--- config.mk ---
export PLATFORM = sky130hd
export DESIGN_NAME = mem_arbiter
export DESIGN_NICKNAME = d
export VERILOG_FILES = /design/src/rtl/mem_arbiter.sv
export SDC_FILE = /design/constraint.sdc
export NUM_CORES = 1
export LEC_CHECK = 0
export BUFFER_PORTS_ARGS = -buffer_cell sky130_fd_sc_hd__buf_2
export CELL_PAD_IN_SITES_DETAIL_PLACEMENT = 1
export CELL_PAD_IN_SITES_GLOBAL_PLACEMENT = 1
export CORE_AREA = 4 4 134 123
export CTS_BUF_LIST = sky130_fd_sc_hd__clkbuf_16
export CTS_CLUSTER_SIZE = 8
export DETAILED_ROUTE_END_ITERATION = 8
export DIE_AREA = 0 0 138 127
export HOLD_SLACK_MARGIN = 0.08
export PLACE_DENSITY_LB_ADDON = 0.1
export SLEW_MARGIN = 20
export SYNTH_ARGS = -nofsm -noshare
export SYNTH_HDL_FRONTEND = slang
export SYNTH_SLANG_ARGS = --single-unit
--- constraint.sdc ---
create_clock -name clk -period 2.7 [get_ports clk]
set_input_delay 0 -clock clk [delete_from_list [all_inputs] [get_ports clk]]
set_output_delay 0 -clock clk [all_outputs]
set_load 0.005 [all_outputs]
--- src/rtl/mem_arbiter.sv ---
// Round-robin arbiter that shares one single-port memory between an instruction-fetch
// requester and a data requester. Each access takes 3 cycles: grant, issue, then response.
module mem_arbiter #(
    parameter int MEM_WIDTH = 32
) (
    input  logic                 clk,
    input  logic                 reset,
    input  logic                 instr_req,
    input  logic [MEM_WIDTH-1:0] instr_addr,
    output logic                 instr_ack,
    output logic [MEM_WIDTH-1:0] instr_rdata,
    input  logic                 data_req,
    input  logic                 data_we,
    input  logic [MEM_WIDTH-1:0] data_addr,
    input  logic [MEM_WIDTH-1:0] data_wdata,
    output logic                 data_ack,
    output logic [MEM_WIDTH-1:0] data_rdata,
    output logic [MEM_WIDTH-1:0] mem_addr,
    output logic                 mem_read_en,
    output logic                 mem_write_en,
    output logic [MEM_WIDTH-1:0] mem_write_val,
    input  logic [MEM_WIDTH-1:0] mem_read_val,
    output logic                 busy
);

    typedef enum logic [1:0] {
        IDLE,
        ISSUE,
        RESP
    } state_t;

    state_t                 state;
    state_t                 state_next;
    logic                   last_grant;   // 1: data was granted most recently
    logic                   win_q;        // 1: current transaction belongs to data
    logic                   we_q;
    logic [MEM_WIDTH-1:0]   addr_q;
    logic [MEM_WIDTH-1:0]   wdata_q;
    logic                   instr_elig;
    logic                   data_elig;
    logic                   grant;
    logic                   grant_data;

    always_ff @(posedge clk) begin
        if (reset) begin
            state <= IDLE;
        end else begin
            state <= state_next;
        end
    end

    always_comb begin
        state_next    = state;
        grant         = 1'b0;
        // A requester whose ack is high is still holding req from the finished access.
        instr_elig    = instr_req & ~instr_ack;
        data_elig     = data_req & ~data_ack;
        grant_data    = data_elig & (~instr_elig | ~last_grant);
        mem_read_en   = 1'b0;
        mem_write_en  = 1'b0;
        mem_addr      = addr_q;
        mem_write_val = wdata_q;
        busy          = (state != IDLE);
        case (state)
            IDLE: begin
                if (instr_elig || data_elig) begin
                    grant      = 1'b1;
                    state_next = ISSUE;
                end
            end
            ISSUE: begin
                mem_read_en  = ~we_q;
                mem_write_en = we_q;
                state_next   = RESP;
            end
            RESP: begin
                state_next = IDLE;
            end
            default: begin
                state_next = IDLE;
            end
        endcase
    end

    always_ff @(posedge clk) begin
        if (reset) begin
            last_grant  <= 1'b0;
            win_q       <= 1'b0;
            we_q        <= 1'b0;
            addr_q      <= '0;
            wdata_q     <= '0;
            instr_ack   <= 1'b0;
            data_ack    <= 1'b0;
            instr_rdata <= '0;
            data_rdata  <= '0;
        end else begin
            instr_ack <= 1'b0;
            data_ack  <= 1'b0;
            if (grant) begin
                win_q      <= grant_data;
                last_grant <= grant_data;
                we_q       <= grant_data & data_we;
                addr_q     <= grant_data ? data_addr : instr_addr;
                if (grant_data) begin
                    wdata_q <= data_wdata;
                end
            end
            if (state == RESP) begin
                if (win_q) begin
                    data_ack <= 1'b1;
                    if (!we_q) begin
                        data_rdata <= mem_read_val;
                    end
                end else begin
                    instr_ack   <= 1'b1;
                    instr_rdata <= mem_read_val;
                end
            end
        end
    end

endmodule

======== Word-level counts from Yosys, hierarchy flattened ========
Index checks and enable logic that the tools add are counted.
Widths: inputs -> output; s select.
word-level totals
  flip-flop bits (word level) ............. 134
  word-level logic and storage cells ...... 39
  input port bits ......................... 133
  output and inout port bits .............. 133
operators by class
  muxes and demuxes ....................... 9
  bitwise logic cells ..................... 11
  equal/unequal tests ..................... 3
  reductions and logical operators ........ 7
operator list
  kind                count
  $mux 32             1
  $mux 1              6
  $not 1->1           6
  $and 1x1->1         4
  $pmux 2 s2          1
  $reduce_and 2->1    2
  $reduce_and 3->1    1
  $eq 2x1->1 const B  1
  $eq 2x2->1 const B  1
  $logic_not 2->1     1
  $mux 2              1
  $ne 2x2->1 const B  1
  $reduce_bool 2->1   1
  $reduce_or 2->1     1
  $logic_or 1x1->1    1
  $or 1x1->1          1

======== Depth between registers and ports, before layout ========
  word-level depth ........................ 6
  mapped depth ............................ 6
  mapped depth without buffers ............ 4

======== Least setup slack after synthesis ========
OpenSTA, ideal clock, no wires.
  path type ............................... register -> register
  from .................................... reg state[1]
  to ...................................... reg wdata_q[23], in the netlist mem_write_val[23]
  buffers on the path ..................... 2
  arrival time ............................ 1.334 ns
  path slack .............................. 1.234 ns
  setup time .............................. 0.132 ns
  period minus slack after synthesis ...... 1.466 ns
  cell stages (with the launch flop) ...... 7
  data required time ...................... 2.568 ns
  path through ............................ dfxtp_1 or2_4 or3_1 buf_2 buf_6 nand2_1 a21oi_1
between the ends
  longest elaborated chain between the ends .. 3
ends and longest elaborated chain
  element                            line  source
  start, declared                    32    state_t state;
  start signal, assigned             48    state <= state_next;
  $logic_not 2->1                    64    case (state)
  $mux 1                             64
  $reduce_and 2->1 (no source line)  -
  end signal, assigned               105   wdata_q <= data_wdata;
  end, declared                      38    logic [MEM_WIDTH-1:0] wdata_q;
Every way passes these cells.
A chain may end at the register's enable or synchronous reset.

======== Final worst setup path ========
  from .................................... reg data_ack
  to ...................................... reg addr_q[1], in the netlist mem_addr[1]
between the ends
  longest elaborated chain between the ends .. 5
  elaborated cells between the ends (all ways) .. 7
  those cells by class .................... mux (3); bitwise (3); reduce/logical (1)
ends and longest elaborated chain
  element                 line  source
  start, declared         16    output logic data_ack,
  start signal, assigned  93    data_ack <= 1'b0;
  start signal, assigned  98    data_ack <= 1'b0;
  start signal, assigned  110   data_ack <= 1'b1;
  $not 1->1 (*)           57    data_elig = data_req & ~data_ack;
  $and 1x1->1 (*)         57
  $logic_or 1x1->1        66    if (instr_elig || data_elig) begin
  $mux 1                  66
  $mux 1                  64
  end signal, assigned    103   addr_q <= grant_data ? data_addr : instr_addr;
  end, declared           37    logic [MEM_WIDTH-1:0] addr_q;
Mark *: on every way between the ends. The rest lies on a longest branch, timed or not.

==> impl_results.md <==
- Status: completed
- Initial antenna violation count: 0
- Layout cells sized above 1: between 30 and 40%
- Max-cap viol count: 0
- Relative slew slack: 45.8%
- Clk sinks: ~130
- Final setup margin: ~0.18 ns
- Syn avg cell area: 7.89 um2
- Final hold violation count: 0
- ANT nets after route: 0
- P&R area growth vs syn: 67.3%
- Die ar.: 17500 um2
- Hold Path Sink: data_ack$_SDFF_PP0_
- CP Capture Type: register
- # IOs: 266
- Setup violations, final: 0
- HP Class: in -> reg
- Reg2Reg Launch Point: data_ack$_SDFF_PP0_
- RSZ-0062 raised after global routing: no
- Power density over the cells: 644 nW/um2
- Final net count: 1129
- # rows: 43
- Worst-Margin Slew: between 0.8 and 0.9 ns
- Largest cells by area after synthesis: dfxtp_1 (54%), nand2_1 (19%), a21oi_1 (9.7%)
- Hold Path Origin: reset
- Die X: 138 um
- Worst EP arrival: roughly 2.9 ns
- Largest net degree at the start of global routing: between 60 and 70
- Startpoint types: register
- Post_cts resized: 0
- Routed len/inst: 16.3 um
- Chip height: 127 um
- Highest Clock Rate: 398 MHz
- Clock Latency Late Sink: 0.41 ns
- VDD IR max: 0.000404 V
- Global-route wire length before repair: around 32000 um
- CP Class: reg -> reg
- Buffers on Ports: 265
- CTS tree: built
- Hold Path Stages: 2
- Mapped Cells: 625
- Seq/Total Area, Yosys: 54.4%
- Detailed Routing Iterations Pass 1: 4
- Htree depth: 4
- Critical path launch point: data_ack$_SDFF_PP0_
- Commonest non-fill, non-tap cell in the layout: buf_2
- Vias/cell: 4.73
- Syn_nets: 758
- Vias in the first global route: 6312
- Worst-path clk slew: 0.06 ns
- GRT Util Overall: 22.6%
- Pleak: 3.79 nW
- Placed wire-length estimate: 12100 um
- CP max FO: 67
- Slew Limit Fails: 0
- Worst endpoint required time: 3.06 ns
- Vias: 5731
- Grt total ovfl: 0
- Worst reg2reg path depth: 6
- Reg2reg setup slack: between 0.15 and 0.2 ns
- Initial core utilization: 32.5%
- Yosys cell types: 22
- CTS root buf: clkbuf_16
- TritonCTS buffer count: 17
- Tmin final: 2.52 ns
- Area share of the largest cell type after synthesis: 54.4%
- Final setup TNS: 0 ns
- Clock Skews: 0.00942 ns
- Longest Clk Path Bufs: 2
- Placer Congestion: 0.772
- Most frequent cells in the layout: buf_2 (264), nand2_1 (256), dfxtp_1 (134)
- Diodes inserted: 0
- Final critical-path share of the clock period: 93.2%
- Pre-CTS worst setup slack: 0.839 ns
- Post-synthesis register bit count: between 100 and 150
- R2r endpoint: mem_addr[1]$_SDFFE_PP0P_
- CORE AREA: 15200 um2
- Initial DRC Count: 160
- Yosys warning total: 0
- Synth area leader: dfxtp_1
- DRC: 0
- Post-Syn Area: 4930 um2
- Routed WL: 19800 um
layer usage:
layer | share of wire [%] | global-route usage, % | vias to the layer above
met3 | 6.7 | 7.60 | 48
met4 | 3.5 | 9.30 | 0
met1 | 39 | 24.0 | 2695
li1 | - | - | 2788
met2 | 51 | 41.2 | 200
met5 | 0 | 0 | -
cells in the mapped netlist:
cell type,count
a21oi_1,96
a21oi_2,2
a311oi_1,32
and3b_1,1
buf_2,16
buf_4,3
buf_6,3
clkbuf_1,27
dfxtp_1,134
inv_1,1
nand2_1,256
nand2b_1,6
nand3b_1,1
nor2_1,39
nor2b_1,1
nor3_2,1
nor3b_1,1
o32ai_2,1
or2_2,1
or2_4,1
or3_1,1
or3b_2,1
worst max path at each step:
stage	slack, ns	end	cells past startpoint
after floorplan	1.23	mem_write_val[23]$_SDFFE_PP0P_	6
after global placement	0.73	mem_write_val[14]$_SDFFE_PP0P_	4
after detailed placement	0.84	mem_addr[15]$_SDFFE_PP0P_	4
after CTS	0.35	mem_addr[15]$_SDFFE_PP0P_	5
after global routing	0.03	mem_addr[1]$_SDFFE_PP0P_	6
final	0.18	mem_addr[1]$_SDFFE_PP0P_	6
layout make-up:
cell class              count  area [um2]
inverters                   1        3.75
clock buffers              17         425
fillers                  1886        6920
multi-input cells         441        2030
clock inverters            15         169
flip-flops and latches    134        2680
well taps                 202         253
repair buffers            401        2690
timing repair:
| item | in CTS | in global routing |
|---|---|---|
| hold buffers | 129 | 0 |
| hold endpoints to repair | 129 | 0 |
| buffers inserted | 0 | 0 |
cell families after synthesis:
kind of cell	count (synthesis)	synth area share (%)
AO/OA/AOI/OAI	131	16.1
buffers and inverters	50	4.89
flip-flops	134	54.4
AND/OR/NAND/NOR	310	24.6
where the power goes:
| group | switching, W | leakage [nW] | internal, W |
|---|---|---|---|
| Clock | 0.000935 | 0.278 | 0.00138 |
| Combinational | 0.000412 | 2.42 | 0.000421 |
| Sequential | 0.0000657 | 1.09 | 0.00210 |
critical path, cell delays in order (launching register included):
cell	delay (ns)
dfxtp_1	0.30
nand2b_1	0.28
a21oi_4	0.17
buf_4	0.57
nor2_1	0.16
a311oi_1	0.37
dlygate4sd3_1	0.60
stage by stage:
stage	power, W	cells	util [%]	instance area [um2]	hold slack [ns]
after CTS	0.00535	1211	54.4	8250	0.123
final	0.00532	1211	54.4	8250	0.150
after global routing	0.00558	1211	54.4	8250	0.180
after floorplan	0.00253	625	-	4930	0.136
after global placement	0.00280	1050	42.0	6370	0.242
after detailed placement	0.00283	1050	42.0	6370	0.248
registers in the layout, indices dropped and copies added (netlist names):
signal	cells
data_rdata	32
mem_write_val	32
instr_rdata	32
state	2
win_q	1
data_ack	1
mem_addr	32
instr_ack	1
we_q	1
(Power assumes the default switching activity.)
